===== src/rtl/cnn_seq_pkg.sv =====
// Shared types and constants for the CNN layer sequencer.
package cnn_seq_pkg;

   // Layer sequencing FSM states; the encoding is what state_o exposes.
   typedef enum logic [2:0] {
      IDLE       = 3'd0,
      CONV_START = 3'd1,
      CONV_WAIT  = 3'd2,
      POOL_START = 3'd3,
      POOL_WAIT  = 3'd4,
      FC_RUN     = 3'd5,
      DONE       = 3'd6,
      ERR        = 3'd7
   } state_e;

   // err_code values: which layer timed out
   localparam logic [1:0] ERR_NONE = 2'b00;
   localparam logic [1:0] ERR_CONV = 2'b01;
   localparam logic [1:0] ERR_POOL = 2'b10;
   localparam logic [1:0] ERR_FC   = 2'b11;

   // layer_en bit positions
   localparam int L_CONV = 0;
   localparam int L_POOL = 1;
   localparam int L_FC   = 2;

   // Search start points for layer_from
   localparam logic [1:0] FROM_CONV = 2'd0;
   localparam logic [1:0] FROM_POOL = 2'd1;
   localparam logic [1:0] FROM_FC   = 2'd2;

   // First enabled layer at or after 'from', or DONE when none is left.
   function automatic state_e layer_from(input logic [2:0] en, input logic [1:0] from);
      state_e s;
      s = DONE;
      if (from <= FROM_FC   && en[L_FC])   s = FC_RUN;
      if (from <= FROM_POOL && en[L_POOL]) s = POOL_START;
      if (from == FROM_CONV && en[L_CONV]) s = CONV_START;
      return s;
   endfunction

endpackage


===== src/rtl/cnn_seq_timeout.sv =====
// Wait-state timeout counter. The count is the number of cycles already spent
// in the current wait state, so expired flags the TIMEOUT_CYCLES-th cycle.
module cnn_seq_timeout #(
   parameter int TIMEOUT_CYCLES = 1000,
   parameter int CNT_W          = 16
) (
   input  logic clk,
   input  logic rst,
   input  logic clear,
   input  logic run,
   output logic expired
);

   localparam logic [CNT_W-1:0] LAST = CNT_W'(TIMEOUT_CYCLES - 1);

   logic [CNT_W-1:0] cnt_q, cnt_d;

   // Clear wins; otherwise count while waiting, saturating at the last value
   always_comb begin
      cnt_d = cnt_q;
      if (clear)                    cnt_d = '0;
      else if (run && cnt_q != LAST) cnt_d = cnt_q + 1'b1;
   end

   // Counter register
   always_ff @(posedge clk) begin
      if (rst) cnt_q <= '0;
      else     cnt_q <= cnt_d;
   end

   assign expired = run && (cnt_q == LAST);

endmodule


===== src/rtl/cnn_layer_sequencer.sv =====
// Sequences conv -> pool (per channel) -> fc for one CNN layer run, with a
// per-layer completion timeout and abort.
module cnn_layer_sequencer
   import cnn_seq_pkg::*;
#(
   parameter int TIMEOUT_CYCLES = 1000,
   parameter int CNT_W          = 16
) (
   input  logic       clk,
   input  logic       rst,
   input  logic       start,
   input  logic       abort,
   input  logic [2:0] layer_en,
   input  logic [7:0] num_channels,
   output logic       conv_valid_in,
   input  logic       conv_valid_out,
   output logic       pool_valid_in,
   input  logic       pool_valid_out,
   output logic [7:0] ch_idx,
   output logic       pool_capture,
   output logic       fc_en,
   input  logic       fc_valid,
   output logic       busy,
   output logic       done,
   output logic       error,
   output logic [1:0] err_code,
   output logic [2:0] state_o
);

   state_e     state_q, state_d;
   logic [2:0] en_q, en_d;
   logic [7:0] count_q, count_d;
   logic [7:0] ch_q, ch_d;
   logic       error_q, error_d;
   logic [1:0] err_code_q, err_code_d;
   logic       in_wait, tmo_clear, tmo_expired;

   // Any state change restarts the count, so back-to-back wait states
   // (e.g. CONV_WAIT -> FC_RUN) each get a full timeout window.
   assign in_wait   = (state_q == CONV_WAIT) || (state_q == POOL_WAIT) || (state_q == FC_RUN);
   assign tmo_clear = (state_d != state_q);

   cnn_seq_timeout #(
      .TIMEOUT_CYCLES (TIMEOUT_CYCLES),
      .CNT_W          (CNT_W)
   ) u_timeout (
      .clk     (clk),
      .rst     (rst),
      .clear   (tmo_clear),
      .run     (in_wait),
      .expired (tmo_expired)
   );

   // Next-state logic; completions beat timeout, abort beats both
   always_comb begin
      state_d    = state_q;
      en_d       = en_q;
      count_d    = count_q;
      ch_d       = ch_q;
      error_d    = error_q;
      err_code_d = err_code_q;
      unique case (state_q)
         IDLE: if (start) begin
            en_d       = layer_en;
            count_d    = (num_channels == 8'd0) ? 8'd1 : num_channels;
            ch_d       = 8'd0;
            error_d    = 1'b0;
            err_code_d = ERR_NONE;
            state_d    = layer_from(layer_en, FROM_CONV);
         end
         CONV_START: state_d = CONV_WAIT;
         CONV_WAIT: begin
            if (conv_valid_out)   state_d = layer_from(en_q, FROM_POOL);
            else if (tmo_expired) begin
               state_d    = ERR;
               error_d    = 1'b1;
               err_code_d = ERR_CONV;
            end
         end
         POOL_START: state_d = POOL_WAIT;
         POOL_WAIT: begin
            if (pool_valid_out) begin
               if (ch_q == count_q - 8'd1) state_d = layer_from(en_q, FROM_FC);
               else begin
                  ch_d    = ch_q + 8'd1;
                  state_d = POOL_START;
               end
            end else if (tmo_expired) begin
               state_d    = ERR;
               error_d    = 1'b1;
               err_code_d = ERR_POOL;
            end
         end
         FC_RUN: begin
            if (fc_valid)         state_d = DONE;
            else if (tmo_expired) begin
               state_d    = ERR;
               error_d    = 1'b1;
               err_code_d = ERR_FC;
            end
         end
         DONE:    state_d = IDLE;
         ERR:     state_d = IDLE;
         default: state_d = IDLE;
      endcase
      if (abort && state_q != IDLE) begin
         state_d    = IDLE;
         ch_d       = ch_q;
         error_d    = error_q;
         err_code_d = err_code_q;
      end
   end

   // State and run-context registers
   always_ff @(posedge clk) begin
      if (rst) begin
         state_q    <= IDLE;
         en_q       <= '0;
         count_q    <= 8'd1;
         ch_q       <= '0;
         error_q    <= 1'b0;
         err_code_q <= ERR_NONE;
      end else begin
         state_q    <= state_d;
         en_q       <= en_d;
         count_q    <= count_d;
         ch_q       <= ch_d;
         error_q    <= error_d;
         err_code_q <= err_code_d;
      end
   end

   assign conv_valid_in = (state_q == CONV_START);
   assign pool_valid_in = (state_q == POOL_START);
   assign fc_en         = (state_q == FC_RUN);
   assign done          = (state_q == DONE);
   assign busy          = (state_q != IDLE) && (state_q != DONE);
   assign ch_idx        = ch_q;
   assign error         = error_q;
   assign err_code      = err_code_q;
   assign state_o       = state_q;
   // A completion swallowed by abort is not a result, so it is not captured
   assign pool_capture  = pool_valid_out && (state_q == POOL_WAIT) && !abort;

endmodule

===== config.mk =====
export PLATFORM = sky130hd
export DESIGN_NAME = cnn_layer_sequencer
export DESIGN_NICKNAME = d
export VERILOG_FILES = /design/src/rtl/cnn_seq_pkg.sv /design/src/rtl/cnn_seq_timeout.sv /design/src/rtl/cnn_layer_sequencer.sv
export SDC_FILE = /design/constraint.sdc
export NUM_CORES = 1
export LEC_CHECK = 0
export CORE_MARGIN = 2
export CORE_UTILIZATION = 45
export DETAILED_ROUTE_END_ITERATION = 8
export GPL_TIMING_DRIVEN = 0
export PLACE_DENSITY = 0.69
export SETUP_SLACK_MARGIN = 0.2
export SYNTH_ARGS = -nofsm -noshare
export SYNTH_HDL_FRONTEND = slang
export SYNTH_SLANG_ARGS = --single-unit

===== constraint.sdc =====
create_clock -name clk -period 3.1 [get_ports clk]
set_clock_uncertainty 0.2 [all_clocks]
set_input_delay 0.465 -clock clk [delete_from_list [all_inputs] [get_ports clk]]
set_output_delay 0.465 -clock clk [all_outputs]
set_load 0.01 [all_outputs]

# Word-level counts from Yosys, hierarchy flattened
# Cells that the tools add are included.
# word_totals
register_bits	41
in_bits	18
output_inout_bits	20
wordCells	84
# op_classes
addsub	3
eq_ne	21
muxes	32
bitwise	1
reduce_logical	20
# ops
op	n
two-way mux 8 bit	4
two-way mux 3 bit	10
one-hot mux 3 bit (7 select lines)	1
two-way mux 2 bit	9
adder 16 x 1 -> 16 bit (second input constant)	1
== test 16 x 10 -> 1 bit (second input constant)	1
inequality test 16 x 10 -> 1 bit (second input constant)	1
inequality test 2 bit (second input constant)	8
one-hot mux 8 bit (2 select lines)	1
== test 3 bit (second input constant)	4
AND reduction 9 bit	1
adder 8 x 1 -> 8 bit (second input constant)	1
== test 8 bit	1
logical NOT 8 bit	1
one-hot mux 2 bit (4 select lines)	1
subtractor 8 x 1 -> 8 bit (second input constant)	1
== test 3 x 2 -> 1 bit (second input constant)	2
logical AND 1 bit	6
AND reduction 6 bit	1
two-way mux 1 bit	5
AND reduction 5 bit	1
one-hot mux 1 bit (4 select lines)	1
nonzero test 4 bit	1
OR reduction 2 bit	2
other kinds (11)	12

# Longest topological paths before layout
# Gate-level depths: netlist of the first run.
# depth
ltp_word	10
depth_mapped	11
ltp_nobuf	9

# Cells and area by module
# Synthesis of the first run repeated with hierarchy kept, for this count alone.
# hier_totals
hier_cells	320
area_unflattened_um2	2549.9
# by_module_without_submodules
module	n_inst	cells_each	area_per_inst_um2	seq_area_each_um2
cnn_layer_sequencer	1	220	1721.7	480.5
cnn_seq_timeout	1	100	828.3	320.3

# Worst setup path before layout of the first run
# Ideal clock, no wire load.
# synth_path
kind	reg-to-reg
startpoint	reg count_q[0]
endpoint	reg ch_q[0] (netlist: ch_idx[0])
setup_time_ps	115
arrival_ps	2130
required_time_ps	2785
slack_ps	655
path_stages_with_launch	12
path_buffers	2
period_less_slack_ps	2445
path_cell_list	dfxtp_1 > clkbuf_1 > inv_1 > ha_1 > buf_2 > or3b_2 > a211oi_1 > nand3b_1 > a21o_1 > o21ai_2 > xnor2_1 > and2_1
# synth_via
elab_chain_len	4
# synth_rtl
item	line	text
start: declaration	cnn_layer_sequencer.sv:32	logic [7:0] count_q, count_d;
start signal: assignment	cnn_layer_sequencer.sv:126	count_q <= count_d;
subtractor 8 x 1 -> 8 bit	cnn_layer_sequencer.sv:83	if (ch_q == count_q - 8'd1) state_d = layer_from(en_q, FROM_FC);
== test 8 bit	cnn_layer_sequencer.sv:83	
inequality test 2 bit (no line)	n/a	
AND reduction 5 bit (no line)	n/a	
end signal: assignment	cnn_layer_sequencer.sv:127	ch_q <= ch_d;
end: declaration	cnn_layer_sequencer.sv:33	logic [7:0] ch_q, ch_d;
# No other way between the ends.
# A chain may end at the register's enable or synchronous reset.

# Worst setup path after layout of the first run
# layout_path
startpoint	reg state_q[2] (netlist: state_o[2])
endpoint	out pool_capture
# layout_via
elab_chain_len	3
# layout_rtl
item	line	text
start: declaration	cnn_layer_sequencer.sv:30	state_e state_q, state_d;
start signal: assignment	cnn_layer_sequencer.sv:124	state_q <= state_d;
== test 3 bit	cnn_layer_sequencer.sv:143	assign pool_capture = pool_valid_out && (state_q == POOL_WAIT) && !abort;
logical AND 1 bit (2 in a row)	cnn_layer_sequencer.sv:143	
end: declaration	cnn_layer_sequencer.sv:20	output logic pool_capture,
# No other way between the ends.

==> results of run 1 <==
routing by layer:
metal  GRT usage [%]  vias to the layer above  share of wire, %
li1                -                     1174                 -
met3            4.00                       11               4.2
met2            31.7                       55                45
met1            27.7                     1067                48
met5               0                        -                 0
met4            7.45                        0               2.0
worst min-delay path: stages (launching register included):
cell     delay [ns]
dfxtp_1        0.33
nand2_1        0.05
a21oi_1        0.05
cell type report:
| class | count | area (um^2) |
|---|---|---|
| fill | 504 | 2100 |
| multi-input combinational | 246 | 1540 |
| sequential | 40 | 801 |
| timing repair buffer | 36 | 360 |
| buffer | 16 | 87.6 |
| tap | 70 | 87.6 |
| clock buffer | 6 | 82.6 |
| clock inverter | 2 | 38.8 |
| inverter | 4 | 15.0 |
cells in the final DEF (no fill, tap or decap), types with 4 or more instances in the layout:
| master | n |
|---|---|
| nand4_1 | 5 |
| clkbuf_1 | 7 |
| nor2b_1 | 4 |
| mux2i_1 | 5 |
| a21oi_1 | 25 |
| nand2b_1 | 7 |
| xor2_1 | 13 |
| nand3_1 | 9 |
| o21ai_0 | 6 |
| xnor2_1 | 11 |
| nand2_1 | 38 |
| clkdlybuf4s50_1 | 36 |
| clkbuf_8 | 6 |
| nor3_1 | 12 |
| dfxtp_1 | 40 |
| o31ai_1 | 4 |
| nor2_1 | 39 |
| inv_1 | 4 |
sequential cells by signal, indices dropped and copies added, names as in the netlist:
signal           cells
count_q              8
error                1
ch_idx               8
en_q                 2
state_o              3
u_timeout.cnt_q     16
err_code             2
logic make-up (layout without fill, tap and decap cells):
kind of cell | after synthesis | count (layout) | synth area share [%]
compound gates | 64 | 64 | 18.0
xor+xnor | 24 | 24 | 8.79
fa+ha+maj | 3 | 3 | 1.57
buf+inv | 20 | 64 | 4.18
flops | 40 | 40 | 33.5
mux | 5 | 5 | 2.09
simple gates | 150 | 150 | 31.9
final timing paths:
path,slack [ns],end,cells after the start,start
worst max-delay path,0.33,pool_capture,5,state_o[2]
worst min register to register,0.28,count_q[7],2,count_q[7]
worst min-delay path,0.28,count_q[7],2,count_q[7]
worst max register to register,0.42,state_o[0],11,count_q[0]
through the flow:
| stage | power, W | TNS, ns | setup WS (ns) | instance area (um^2) |
|---|---|---|---|---|
| finish | 0.00223 | 0 | 0.329 | 3010 |
| global route | 0.00240 | 0 | 0.205 | 3010 |
| CTS | 0.00219 | 0 | 0.218 | 2960 |
| detailed placement | 0.00173 | -0.0637 | -0.0395 | 2840 |
| global placement | 0.00172 | 0 | 0.0296 | 2840 |
| floorplan | 0.00143 | 0 | 0.655 | 2390 |
power breakdown:
| group | internal (W) | switching [W] | leakage [nW] |
|---|---|---|---|
| sequential | 0.000569 | 0.0000632 | 0.324 |
| combinational | 0.000483 | 0.000670 | 0.634 |
| clock | 0.000263 | 0.000187 | 0.0614 |
timing repair:
| item | CTS | global route |
|---|---|---|
| setup endpoints to repair | 1 | 19 |
| gates resized for setup | 1 | 11 |
| buffers inserted | 0 | 0 |
==> metrics, run 1 <==
I/O pin cnt 38; Buf/Inv on CP 3; Max Cap Viol 0; cell area after synthesis 2390 um^2; Row Count 26; Layout area overhead 25.8%; clock sink count 40; cell total after placement 412; Worst Path Required 2.43 ns; worst setup path class reg -> out; Worst-Margin Slew 0.715 ns; Leak 1.02 nW; EDFF count, synth 0; synthesized flop and latch total 40; final setup fails 0; Die Area 5920 um^2; initial antenna violation count 0; H-tree depth 2; Synth area leaders dfxtp_1, nor2_1, nand2_1, a21oi_1, xor2_1; Nets 370; WP data arrival 2.11 ns; vias in the first global route 2130; Max Fclk 361 MHz; Yosys top cell by area dfxtp_1; First-pass DRT Iterations 4; remaining antenna violation count 0; Die Wd 76.9 um; yosys warns 0; Die Span Y 76.9 um; DRC 0; CTS root buffer clkbuf_8; CTS tree yes; largest net degree at the start of global routing 14; max_slew headroom 51.9%; I/O Buffers 36; core box area 5110 um^2; Startpoint Class flip-flop; worst hold path class reg -> reg; Synth top cells by count nor2_1, dfxtp_1, nand2_1; final hold slack 0.278 ns; ANT cells 0; status complete, no violations; DR iter-0 viols 88; syn_area_per_cell 7.82 um^2; distinct cell type count after synthesis 59; Post-synth top flop dfxtp_1; Routed wire per std cell 13.6 um; gr usage total 20.3%; crit-path max cell delay 0.58 ns; final core occ 58.9%; family with the most delay on the worst path buffers and inverters; Initial Util 46.8%; Peak VDD IR 561 uV; cts hold-fix bufs 0; share of synthesized flip-flops with an asynchronous set or reset 0%; Tmin final 2.77 ns; WL final 5720 um; count of pins over their slew limit 0; Via Count 2307; RSZ-0062 raised after global routing false; sequential share of the synthesized area 33.5%; Reg clk slew, reported paths 0.08 ns; layout cell share with drive strength beyond 1 9.71%; CP dominant cell by count buf_2; Final Hold Viols 0; DR vias/cell 5.49; Syn Nets 327; power density cells 743 nW/um^2; GP Congestion 0.861; hpwl dp 4270 um; gr ovfl total 0; crit end category output port; clk buf depth 2; count of mapped cells out of synthesis 306; Slowest cell on crit path clkdlybuf4s50_1; clock buffer count from CTS 5; worst-path cell chain buf_2 > buf_2 > nand3_1 > nor2_2 > clkdlybuf4s50_1; first-pass GRT wire length 9870 um; share of the synthesized area in the top cell type 33.5%; critical path fanouts, max 10; top-count cell post-synth nor2_1; Final Cycle Share 89.4%; clock latency on the worst-skew pair 0.29 ns; non-filler cells, final 420
Note: power is estimated with default switching activity, not from simulation.
==> run 2: changes to the inputs <==
--- a/config.mk
+++ b/config.mk
@@ -7,8 +7,10 @@
 export LEC_CHECK = 0
 export CORE_MARGIN = 2
 export CORE_UTILIZATION = 45
+export CTS_BUF_LIST = sky130_fd_sc_hd__clkbuf_8
 export DETAILED_ROUTE_END_ITERATION = 8
 export GPL_TIMING_DRIVEN = 0
+export MAX_ROUTING_LAYER = met4
 export PLACE_DENSITY = 0.69
 export SETUP_SLACK_MARGIN = 0.2
 export SYNTH_ARGS = -nofsm -noshare
==> run 2 against run 1 <==
  * Register-to-register slack hardly changed
  * Hold slack hardly changed
  * Non-clock buffer count stayed put
  * Maximum frequency hardly changed
  * First-iteration DRC count is 4.5% higher
  * Sequential share of layout area stayed put
  * Global-route usage is 0.57 points higher
==> metrics, run 2 (synthesized netlist as in run 1, its figures left out) <==
status complete, no violations; CTS root buffer clkbuf_8; non-filler cells, final 420 (unchanged); Max Fclk 361 MHz (about the same); Final Hold Viols 0 (unchanged); max reg flops 16 (unchanged); Most flops, register u_timeout.cnt_q; final core occ 58.9% (unchanged); layout cell share with drive strength beyond 1 9.71% (unchanged); remaining antenna violation count 0 (unchanged); CTS tree yes; I/O pin cnt 38 (unchanged); setup bufs post-CTS 0 (unchanged); max_slew headroom 53.8% (+1.9 points); Die Span Y 76.9 um (unchanged); reg2reg start count_q[0]; largest net degree at the start of global routing 14 (unchanged); Startpoint Class input pin; final setup fails 0 (unchanged); Die Area 5920 um^2 (unchanged); core box area 5110 um^2 (unchanged); worst setup path class in -> out; first-pass GRT wire length 9870 um (unchanged); DRC 0 (unchanged); reg2reg setup slack 0.42 ns (about the same); most frequent cells in the layout dfxtp_1, nor2_1, nand2_1; H-tree depth 2 (unchanged); Die Wd 76.9 um (unchanged); Row Count 26 (unchanged); I/O Buffers 36 (unchanged); Final Cycle Share 89.3% (about the same); WL final 5690 um (-0.56%); Hold Path End count_q[7]; Max Cap Viol 0 (unchanged); worst hold path class reg -> reg; Tmin final 2.77 ns (-0.00142 ns); total chip power 0.00223 W (about the same); First-pass DRT Iterations 4 (unchanged); Layout area overhead 25.8% (unchanged); vias in the first global route 2128 (-0.094%); Nets 370 (unchanged); critical path fanouts, max 6 (-4); Routed wire per std cell 13.6 um (-0.56%); initial antenna violation count 0 (unchanged); final hold slack 0.278 ns (-0.0000220 ns); cell total after placement 412 (unchanged); count of pins over their slew limit 0 (unchanged); GP Congestion 0.875 (+1.6%); Peak VDD IR 560 uV (about the same); pre-CTS WS -0.0395 ns (unchanged); Initial Util 46.8% (unchanged); power density cells 742 nW/um^2 (about the same); Worst-Margin Slew 0.686 ns (-0.0287 ns); WP data arrival 2.10 ns (about the same); clock latency on the worst-skew pair 0.29 ns (about the same); DR vias/cell 5.45 (-0.69%); RSZ-0062 raised after global routing false; R2R depth 11 (unchanged); hold path cells 2 (unchanged); Via Count 2291 (-0.69%); Worst Path Required 2.43 ns (about the same); setup ws final 0.330 ns (+0.00142 ns); gr usage total 20.9% (+0.57 points); clk buf depth 2 (unchanged); Hold Crit Start count_q[7]; hpwl dp 4270 um (unchanged); Reg clk slew, reported paths 0.08 ns (about the same); crit end category output port; gr ovfl total 0 (unchanged); clock buffer count from CTS 5 (unchanged); clock sink count 40 (unchanged); commonest non-fill, non-tap cell in the layout dfxtp_1; Leak 1.02 nW (unchanged); DR iter-0 viols 92 (+4.5%); ANT cells 0 (unchanged); r2r endpoint state_o[0]
-- run 2: cell counts in the layout (fill, tap and decap cells not counted) --
Identical to the previous run, type by type.
-- run 2: repair_timing --
action	in CTS	in global routing
hold buffers	0	0
endpoints found under the setup margin	1	19
resized for setup	1	11
-- run 2: how the worst max path moves through the flow --
stage / from / slack [ns] / to / depth (start not counted)
after CTS: layer_en[1] / 0.22 / u_timeout.cnt_q[10] / 9
final: pool_valid_out / 0.33 / pool_capture / 4
after detailed placement: layer_en[1] / -0.04 / u_timeout.cnt_q[10] / 9
after global placement: layer_en[1] / 0.03 / u_timeout.cnt_q[6] / 9
after floorplan: count_q[0] / 0.66 / ch_idx[0] / 11
after global routing: count_q[0] / 0.21 / ch_idx[2] / 11
-- run 2: power by group --
part           leakage (nW)  switching, W  internal (W)
sequential            0.324     0.0000635      0.000569
combinational         0.634      0.000667      0.000483
clock                0.0614      0.000188      0.000263
-- run 2: per-stage QoR --
step                      TNS (ns)  instance area, um^2
after floorplan                  0                 2390
after global placement           0                 2840
after detailed placement   -0.0637                 2840
after CTS                        0                 2960
after global routing             0                 3010
final                            0                 3010
-- run 2: final cells by class --
class                   instances  area, um^2
plain buffers                  16        87.6
repair buffers                 36         360
flip-flops and latches         40         801
fillers                       504        2100
multi-input cells             246        1540
clock inverters                 2        38.8
clock buffers                   6        82.6
well taps                      70        87.6
inverters                       4        15.0
-- run 2: worst max-delay path: stages --
cell             delay (ns)
clkdlybuf4s50_1        0.61
nand3_1                0.21
nor2_2                 0.24
clkdlybuf4s50_1        0.58
-- run 2: per-layer routing --
metal | track usage, % | part of all wire [%] | vias up
met5 | - | 0 | -
met4 | 7.45 | 2.0 | 0
met1 | 27.8 | 48 | 1057
met3 | 4.00 | 4.6 | 11
li1 | - | - | 1170
met2 | 31.6 | 45 | 53
==> run 3: changes to the inputs <==
--- a/config.mk
+++ b/config.mk
@@ -9,10 +9,11 @@
 export CORE_UTILIZATION = 45
 export CTS_BUF_LIST = sky130_fd_sc_hd__clkbuf_8
 export DETAILED_ROUTE_END_ITERATION = 8
+export GPL_ROUTABILITY_DRIVEN = 0
 export GPL_TIMING_DRIVEN = 0
 export MAX_ROUTING_LAYER = met4
 export PLACE_DENSITY = 0.69
-export SETUP_SLACK_MARGIN = 0.2
+export RECOVER_POWER = 100
 export SYNTH_ARGS = -nofsm -noshare
 export SYNTH_HDL_FRONTEND = slang
 export SYNTH_SLANG_ARGS = --single-unit
==> run 3 against run 2 <==
  * Register-to-register slack worse by 0.12 ns
  * Utilization is 1.1 points lower
  * Cell count is 0.24% lower
  * Critical path depth is 5 higher
  * Clock power hardly changed
  * Largest cell class unchanged
  * Largest power group unchanged
==> metrics, run 3 (synthesized netlist as in run 1, its figures left out) <==
M1 wire length 2740 um (-0.76%); count of pins over their slew limit 0 (unchanged); Via Count 2280 (-0.48%); max reg flops 16 (unchanged); crit-path max cell delay 0.47 ns (-0.14 ns); Die Wd 76.9 um (unchanged); r2r endpoint u_timeout.cnt_q[10]; I/O pin cnt 38 (unchanged); clock sink count 40 (unchanged); commonest non-fill, non-tap cell in the layout nor2_1; WL met3 237 um (-9.5%); power density cells 733 nW/um^2 (-1.3%); family with the most delay on the worst path compound AO/OA/AOI/OAI gates; worst hold path class reg -> reg; Max Fclk 336 MHz (-7.0%); clock latency on the worst-skew pair 0.30 ns (about the same); first-pass GRT wire length 9870 um (unchanged); Startpoint Class input pin; DP Area 2840 um^2 (unchanged); Seq. cell area 801 um^2 (unchanged); R2R depth 10 (-1); Row Count 26 (unchanged); hpwl dp 4270 um (unchanged); Hold Crit Start count_q[7]; DR vias/cell 5.44 (-0.24%); Layout area overhead 23.5%; DR iter-0 viols 104 (+13%); clk buf depth 2 (unchanged); Peak VDD IR 520 uV (-7.1%); Reg clk slew, reported paths 0.08 ns (about the same); Hold Path End count_q[7]; crit end category flip-flop; Max Cap Viol 0 (unchanged); Leak 1.06 nW (+4.4%); hold path cells 2 (unchanged); CTS tree yes; worst setup path class in -> reg; Worst-Margin Slew 0.683 ns (-0.00352 ns); CP dominant cell by count nor3_1; layout cell share with drive strength beyond 1 7.16% (-2.6 points); Design Area, Final 2950 um^2 (-1.8%); max_slew headroom 54.1% (+0.24 points); worst-path cell chain clkdlybuf4s50_1 > nor3_1 > o22a_4 > nor3_1 > a2111oi_0 > o21ai_1 > a2111o_2 > buf_6 > nor2_1; WL final 5620 um (-1.3%); status complete, no violations; Die Area 5920 um^2 (unchanged); H-tree depth 2 (unchanged); DRC 0 (unchanged); largest net degree at the start of global routing 14 (unchanged); remaining antenna violation count 0 (unchanged); setup bufs post-CTS 0 (unchanged); setup ws final 0.121 ns (-0.209 ns); Buf/Inv on CP 2 (unchanged); I/O Buffers 36 (unchanged); WP data arrival 3.01 ns (+0.91 ns); clock buffer count from CTS 5 (unchanged); Filler cells 510 (+1.2%); multi-input logic area 1490 um^2 (-3.2%); Initial Util 46.8% (unchanged); final core occ 57.8% (-1.1 points); ANT cells 0 (unchanged); gr usage total 20.9% (unchanged); Slowest cell on crit path clkdlybuf4s50_1; CTS root buffer clkbuf_8; reg2reg setup slack 0.30 ns (-0.12 ns); Tmin final 2.98 ns (+0.209 ns); Most flops, register u_timeout.cnt_q; vias in the first global route 2129 (+0.047%); final setup fails 0 (unchanged); reg2reg start state_o[2]; gr ovfl total 0 (unchanged); pre-CTS WS -0.0395 ns (unchanged); Worst Path Required 3.13 ns (+0.70 ns); Routed wire per std cell 13.4 um (-1.1%); cts hold-fix bufs 0 (unchanged); First-pass DRT Iterations 4 (unchanged); total chip power 0.00216 W (-3.1%); Post-CTS Resized 0 (-1); Nets 369 (-0.27%); met2 wire len 2530 um (-1.2%); Final Hold Viols 0 (unchanged); Die Span Y 76.9 um (unchanged); initial antenna violation count 0 (unchanged); most frequent cells in the layout nor2_1, dfxtp_1, nand2_1; highest routed layer met4; core box area 5110 um^2 (unchanged); critical path fanouts, max 10 (+4); RSZ-0062 raised after global routing false; Final Cycle Share 96.1% (+6.7 points)
-- run 3: power by group --
part	leakage (nW)	switching [W]	internal, W
registers	0.324	0.0000617	0.000569
logic	0.678	0.000632	0.000450
clock network	0.0614	0.000190	0.000263
total	1.06	0.000883	0.00128
-- run 3: cell type report --
type	instances	share of cell area, %
multi-input cells	246	50.4
flip-flops and latches	40	27.1
repair buffers	36	12.2
well taps	70	2.96
clock buffers	6	2.80
plain buffers	15	2.75
clock inverters	2	1.31
inverters	4	0.508
-- run 3: layer usage --
| layer | GRT usage, % | vias up |
|---|---|---|
| met4 | 7.45 | 0 |
| met3 | 4.00 | 12 |
| met1 | 27.8 | 1043 |
| li1 | - | 1175 |
| met5 | - | - |
| met2 | 31.6 | 50 |
-- run 3: how the worst max path moves through the flow --
| stage | startpoint | end | slack (ns) | depth (start not counted) |
|---|---|---|---|---|
| global placement | layer_en[1] | u_timeout.cnt_q[6] | 0.03 | 9 |
| floorplan | count_q[0] | ch_idx[0] | 0.66 | 11 |
| global route | count_q[0] | ch_idx[0] | 0.03 | 11 |
| detailed placement | layer_en[1] | u_timeout.cnt_q[10] | -0.04 | 9 |
| finish | layer_en[1] | u_timeout.cnt_q[10] | 0.12 | 9 |
| CTS | state_o[2] | pool_capture | 0.12 | 5 |
-- run 3: stage by stage --
stage               hold WS (ns)  std cells  setup TNS (ns)
floorplan                  0.248        306               0
global placement           0.268        412               0
detailed placement         0.274        412         -0.0637
CTS                        0.285        420               0
global route               0.299        419               0
finish                     0.278        419               0
-- run 3: worst reg2reg max path: stages (launching register included) --
cell       delay, ns
dfxtp_1         0.34
buf_2           0.32
or4b_1          0.17
buf_4           0.16
o22a_4          0.17
nor3_1          0.05
a2111oi_0       0.45
o21ai_1         0.15
a2111o_2        0.45
buf_6           0.18
nor2_1          0.12
